$ cat config.mk
export PLATFORM = sky130hd
export DESIGN_NAME = gt_trig_sched
export DESIGN_NICKNAME = d
export VERILOG_FILES = /design/src/rtl/gt_trig_sched.sv
export SDC_FILE = /design/constraint.sdc
export NUM_CORES = 1
export LEC_CHECK = 0
export CAP_MARGIN = 10
export CORE_MARGIN = 10
export CORE_UTILIZATION = 58
export CTS_CLUSTER_SIZE = 28
export DETAILED_ROUTE_END_ITERATION = 10
export PLACE_DENSITY_LB_ADDON = 0.08
export RECOVER_POWER = 25
export SLEW_MARGIN = 20
export SYNTH_ARGS = -nofsm -noshare
export SYNTH_HDL_FRONTEND = slang
export SYNTH_SLANG_ARGS = --single-unit
$ cat constraint.sdc
create_clock -name adcclk -period 9.06 [get_ports adcclk]
set_input_delay 1.812 -clock adcclk [delete_from_list [all_inputs] [get_ports adcclk]]
set_output_delay 1.812 -clock adcclk [all_outputs]
set_load 0.1 [all_outputs]
$ cat src/rtl/gt_trig_sched.sv
// Trigger time-stamp scheduler: round-robin arbitration of request edges, global-time capture
// into a first-word-fall-through FIFO, and a programmable dead time after each grant.
module gt_trig_sched #(
  parameter int NSRC      = 4,
  parameter int SRCW      = 2,
  parameter int DEPTH_LOG = 3
) (
  input  logic                 adcclk,
  input  logic                 reset,
  input  logic                 enable,
  input  logic [NSRC-1:0]      req,
  input  logic [24:0]          gtime,
  input  logic [7:0]           deadtime,
  output logic [24:0]          ts_data,
  output logic [SRCW-1:0]      ts_src,
  output logic                 ts_valid,
  input  logic                 ts_ready,
  output logic                 busy,
  output logic [DEPTH_LOG:0]   fifo_cnt,
  output logic [15:0]          lost_cnt
);

  localparam int DEPTH = 1 << DEPTH_LOG;
  localparam int EW    = 25 + SRCW;

  // Consumer handshake: an entry leaves the FIFO on a cycle where ts_valid and ts_ready are
  // both high; ts_data/ts_src are stable and meaningful whenever ts_valid is high.

  typedef enum logic [1:0] {
    IDLE  = 2'd0,
    GRANT = 2'd1,
    DEAD  = 2'd2
  } state_t;

  state_t              state;
  logic [NSRC-1:0]     req_d;
  logic [NSRC-1:0]     pending;
  logic [SRCW-1:0]     ptr;
  logic [SRCW-1:0]     win;
  logic [7:0]          dcnt;

  logic [EW-1:0]        mem [DEPTH];
  logic [DEPTH_LOG-1:0] wr_ptr;
  logic [DEPTH_LOG-1:0] rd_ptr;

  logic [NSRC-1:0]     req_edge;
  logic [NSRC-1:0]     clr;
  logic [NSRC-1:0]     loss_vec;
  logic [NSRC-1:0]     pend_nxt;
  logic [SRCW-1:0]     win_c;
  logic                grant_go;
  logic                push_req;
  logic                full;
  logic                pop;
  logic                push_ok;
  logic                drop;
  logic [4:0]          loss_n;
  logic [16:0]         lost_sum;
  logic [15:0]         lost_nxt;

  assign req_edge = req & ~req_d;
  assign grant_go = (state == IDLE) && enable && (|pending);

  // Winner is the pending source at the smallest circular distance past the pointer.
  always_comb begin
    int best;
    int d;
    win_c = ptr;
    best  = NSRC;
    d     = 0;
    for (int i = 0; i < NSRC; i++) begin
      d = i - int'(ptr) - 1;
      if (d < 0) d = d + NSRC;
      if (pending[i] && (d < best)) begin
        best  = d;
        win_c = SRCW'(i);
      end
    end
  end

  // An edge on the source being granted this cycle re-arms it instead of counting as lost.
  always_comb begin
    clr = '0;
    if (grant_go) clr[win_c] = 1'b1;
    loss_vec = req_edge & pending & ~clr;
    pend_nxt = enable ? ((pending & ~clr) | req_edge) : '0;
  end

  assign push_req = (state == GRANT);
  assign full     = (fifo_cnt == (DEPTH_LOG+1)'(DEPTH));
  assign ts_valid = (fifo_cnt != '0);
  assign pop      = ts_valid && ts_ready;
  assign push_ok  = push_req && (!full || pop);
  assign drop     = push_req && full && !pop;

  always_comb begin
    loss_n = '0;
    for (int i = 0; i < NSRC; i++) loss_n = loss_n + {4'b0, loss_vec[i]};
    loss_n = loss_n + {4'b0, drop};
    if (!enable) loss_n = '0;
    lost_sum = {1'b0, lost_cnt} + {12'b0, loss_n};
    lost_nxt = lost_sum[16] ? 16'hFFFF : lost_sum[15:0];
  end

  always_ff @(posedge adcclk) begin
    if (reset) begin
      req_d    <= '0;
      pending  <= '0;
      lost_cnt <= '0;
    end else begin
      req_d    <= req;
      pending  <= pend_nxt;
      lost_cnt <= lost_nxt;
    end
  end

  always_ff @(posedge adcclk) begin
    if (reset) begin
      state <= IDLE;
      busy  <= 1'b0;
      ptr   <= SRCW'(NSRC - 1);
      win   <= '0;
      dcnt  <= '0;
    end else begin
      case (state)
        IDLE: begin
          if (grant_go) begin
            win   <= win_c;
            ptr   <= win_c;
            state <= GRANT;
            busy  <= 1'b1;
          end
        end
        GRANT: begin
          if (deadtime != 8'd0) begin
            state <= DEAD;
            dcnt  <= deadtime;
            busy  <= 1'b1;
          end else begin
            state <= IDLE;
            busy  <= 1'b0;
          end
        end
        DEAD: begin
          if (dcnt == 8'd1) begin
            state <= IDLE;
            busy  <= 1'b0;
          end else begin
            dcnt <= dcnt - 8'd1;
          end
        end
        default: begin
          state <= IDLE;
          busy  <= 1'b0;
        end
      endcase
    end
  end

  always_ff @(posedge adcclk) begin
    if (push_ok) mem[wr_ptr] <= {gtime, win};
  end

  always_ff @(posedge adcclk) begin
    if (reset) begin
      wr_ptr   <= '0;
      rd_ptr   <= '0;
      fifo_cnt <= '0;
    end else begin
      if (push_ok) wr_ptr <= wr_ptr + DEPTH_LOG'(1);
      if (pop)     rd_ptr <= rd_ptr + DEPTH_LOG'(1);
      case ({push_ok, pop})
        2'b10:   fifo_cnt <= fifo_cnt + (DEPTH_LOG+1)'(1);
        2'b01:   fifo_cnt <= fifo_cnt - (DEPTH_LOG+1)'(1);
        default: fifo_cnt <= fifo_cnt;
      endcase
    end
  end

  assign ts_data = ts_valid ? mem[rd_ptr][EW-1:SRCW] : '0;
  assign ts_src  = ts_valid ? mem[rd_ptr][SRCW-1:0]  : '0;

endmodule

==> impl_metrics.json <==
{
  "dieArea_um2": 25300,
  "area_delta_synth_final_pct": 18.3,
  "nFillCells": 1235,
  "ioPinCount": 90,
  "ys.flop_type": "edfxtp_1",
  "setup_tns_ns": 0,
  "cts_tree": "yes",
  "final_nets": 864,
  "synth_area_um2": 11200,
  "antenna_found_initial": 1,
  "relSlewSlack_pct": 26.8,
  "critPathKind": "register to register",
  "drtAntennaViolNets": 0,
  "status": "finished clean",
  "drt-initial-drc-count": 342,
  "clockRootBuffer": "clkbuf_16",
  "yosysSeqAreaShare_pct": 67.2,
  "htreeDepth": 1,
  "postCtsHoldBufs": 0,
  "hold_slack_ns": 0.481,
  "worst_pin_slew_ns": 1.10,
  "die_h_um": 159,
  "clock-sinks": 268,
  "routed_via_density": 5.81,
  "async_flop_share_pct": 0,
  "leakagePower_uw": 0.00427,
  "setup_viol": 0,
  "grt_max_degree": 55,
  "start_kind": "register",
  "drc": 0,
  "core-area_um2": 18800,
  "synth.area.top_cells": "edfxtp_1 58%, mux4_2 11%, dfxtp_1 9.3%, mux2i_1 2.9%, ha_1 2.3%",
  "port_buffers": 89,
  "ys_ff_latch": 268,
  "cp_max_fo": 13,
  "synth_edf_count": 216,
  "layout-drive-gt1-share_pct": 14.1,
  "fp-row-count": 50,
  "clkLatencyLatePin_ns": 0.51,
  "grt-ovfl-total": 0,
  "cts_made_buffers": 26,
  "num_vias": 6266,
  "grt_usage_pct": 17.3,
  "cp.required_ns": 9.49,
  "grt_pass1_vias": 6523,
  "hold_path.class": "register to register",
  "vdd_drop_max_uv": 292,
  "synth_area_leader_cell": "edfxtp_1",
  "wire_per_inst_um": 20.9,
  "grt_first_pass_wirelength_mm": 35.6,
  "reg2regPathDepth": 27,
  "cellPowerDensity_nw_per_um2": 292,
  "slew_viol_final": 0,
  "fmax_mhz": 135,
  "gp_congestion": 0.824,
  "synth.avg_cell_area_um2": 15.9,
  "ys_types": 59,
  "post-dp-hpwl_mm": 13.5,
  "path_clk_slew_ns": 0.06,
  "rsz0062_at_grt": "no",
  "syn_inst": 704,
  "drv_cap": 0,
  "fin_crit_sh_pct": 81.5,
  "ys.warnings.count": 0,
  "finalCriticalPeriod_ns": 7.38,
  "crit_path_end_kind": "register",
  "hold_viol_final": 0,
  "clock_path_buffers": 3,
  "cts_resized": 0,
  "cp.arrival_ns": 7.82,
  "post_cts_buffers": 0,
  "postRouteWirelength_mm": 22.5,
  "initial_core_util_pct": 59.5,
  "die_width_um": 159,
  "drtPass1Iterations": 5,
  "multi_input_area_um2": 3520,
  "yosysTopAreaCellShare_pct": 57.9,
  "fin_worst_skew_ns": 0.0179,
  "seq_area_um2": 7530,
  "holdPathStages": 2
}
[registers in the layout, indices dropped and copies added, names as in the netlist, 2 cells and up, named ones only]
register / flops
dcnt: 8
rd_ptr: 3
fifo_cnt: 4
pending: 4
win: 2
wr_ptr: 3
mem: 216
state: 2
req_d: 4
lost_cnt: 16
ptr: 2
[through the flow]
| stage | std cells | power, µW | instance area, µm² | utilization, % | setup WS (ns) |
|---|---|---|---|---|---|
| after floorplan | 705 | 2520 | 11200 | - | 2.79 |
| after global placement | 1030 | 2840 | 12400 | 65.9 | 2.10 |
| after detailed placement | 1030 | 2860 | 12400 | 65.9 | 1.76 |
| after CTS | 1078 | 3910 | 13300 | 70.4 | 1.74 |
| after global routing | 1078 | 4010 | 13300 | 70.4 | 0.991 |
| final | 1079 | 3870 | 13300 | 70.4 | 1.68 |
[per-layer routing]
| metal | up-vias | GRT usage, % | share of wire [%] |
|---|---|---|---|
| li1 | 2924 | - | - |
| met1 | 3138 | 22.0 | 42 |
| met2 | 181 | 29.9 | 51 |
| met3 | 23 | 3.80 | 6.1 |
| met4 | 0 | 3.71 | 1.4 |
| met5 | - | 0 | 0 |
[final cells by class]
type,count,share of cell area [%]
Antenna cell,1,0.0189
Clock buffer,39,5.66
Clock inverter,9,0.727
Inverter,25,0.708
Multi-Input combinational cell,382,26.5
Sequential cell,268,56.8
Tap cell,260,2.45
Timing Repair Buffer,95,7.06
[path summary, 6_finish.rpt]
path	startpoint	slack (ns)	end
setup / recovery	ptr[0]$_SDFFE_PP1P_	1.68	lost_cnt[13]$_SDFF_PP0_
hold reg to reg	rd_ptr[1]$_SDFFE_PP0P_	0.48	register
setup reg to reg	ptr[0]$_SDFFE_PP1P_	1.68	lost_cnt[13]$_SDFF_PP0_
hold / removal	rd_ptr[1]$_SDFFE_PP0P_	0.48	register
[worst max-delay path: stages, from the launching register on]
cell and delay, ns:
dfxtp_1 0.49, inv_1 0.15, ha_1 0.43, nand2_1 0.08, o32a_1 0.30, ha_1 0.28, o211ai_1 0.09, o211a_1 0.26
o21a_4 0.23, nor2_1 0.09, a21oi_1 0.05, ha_1 0.28, nand2_1 0.09, nor4_2 0.05, nor4_1 0.50, o31ai_1 0.23
o211a_1 0.28, fa_1 0.49, inv_1 0.06, fa_1 0.46, nor2b_1 0.14, ha_1 0.21, fa_1 0.24, a21oi_1 0.16
nor4_1 0.52, nand4_1 0.57, and3_1 0.39, nor3_1 0.17
[placed cells by master (no fill, tap or decap), types with 4 or more instances in the layout]
cell,instances
o211ai_1,4
mux4_2,54
a21boi_0,5
mux2i_1,33
buf_4,6
clkdlybuf4s50_1,71
fa_1,4
nor4_1,6
o21a_1,4
nor2_4,6
a21oi_1,34
xor2_1,8
nor2_1,52
and2_1,4
nand3_1,14
o21ai_0,11
nor3_1,6
dfxtp_1,49
dlygate4sd3_1,18
clkbuf_16,27
ha_1,21
nand2b_1,9
nand2_1,29
o31a_1,5
clkbuf_1,9
xnor2_1,9
edfxtp_1,216
nor2b_1,14
inv_1,25
[Yosys cell counts (all sizes together) (2+ instances only)]
| cell | count |
|---|---|
| nand2 | 29 |
| inv | 25 |
| nand3 | 14 |
| a311oi | 2 |
| a21oi | 34 |
| nor2b | 14 |
| ha | 21 |
| a21o | 3 |
| or3 | 2 |
| and3 | 3 |
| a211oi | 3 |
| and2 | 4 |
| a211o | 2 |
| a31oi | 2 |
| o22ai | 3 |
| mux2i | 33 |
| xnor2 | 9 |
| nand2b | 9 |
| o21ai | 11 |
| o211a | 2 |
| edfxtp | 216 |
| o211ai | 4 |
| xor2 | 8 |
| clkbuf | 18 |
| buf | 12 |
| o21a | 5 |
| nand4 | 3 |
| fa | 4 |
| nor4 | 8 |
| a21boi | 6 |
| mux4 | 54 |
| o31a | 5 |
| nor2 | 58 |
| dfxtp | 52 |
| nor3 | 9 |
[cell families after synthesis]
kind of cell	Yosys count	share of synthesized area, %
AND/OR/NAND/NOR	157	6.90
flip-flops	268	67.2
adder cells (fa/ha/maj)	25	3.06
XOR/XNOR	17	1.33
other	1	0.0335
buffers and inverters	55	2.03
AO/OA/AOI/OAI	94	5.62
multiplexers	87	13.8
[where the power goes]
group | total, µW | leakage, µW | internal [µW] | switching [µW]
clock | 1060 | 0.000413 | 628 | 428
sequential | 1420 | 0.00237 | 1370 | 48.6
combinational | 1400 | 0.00149 | 398 | 1000
total | 3870 | 0.00427 | 2390 | 1480
No activity file was read; power rests on OpenSTA's default activity.
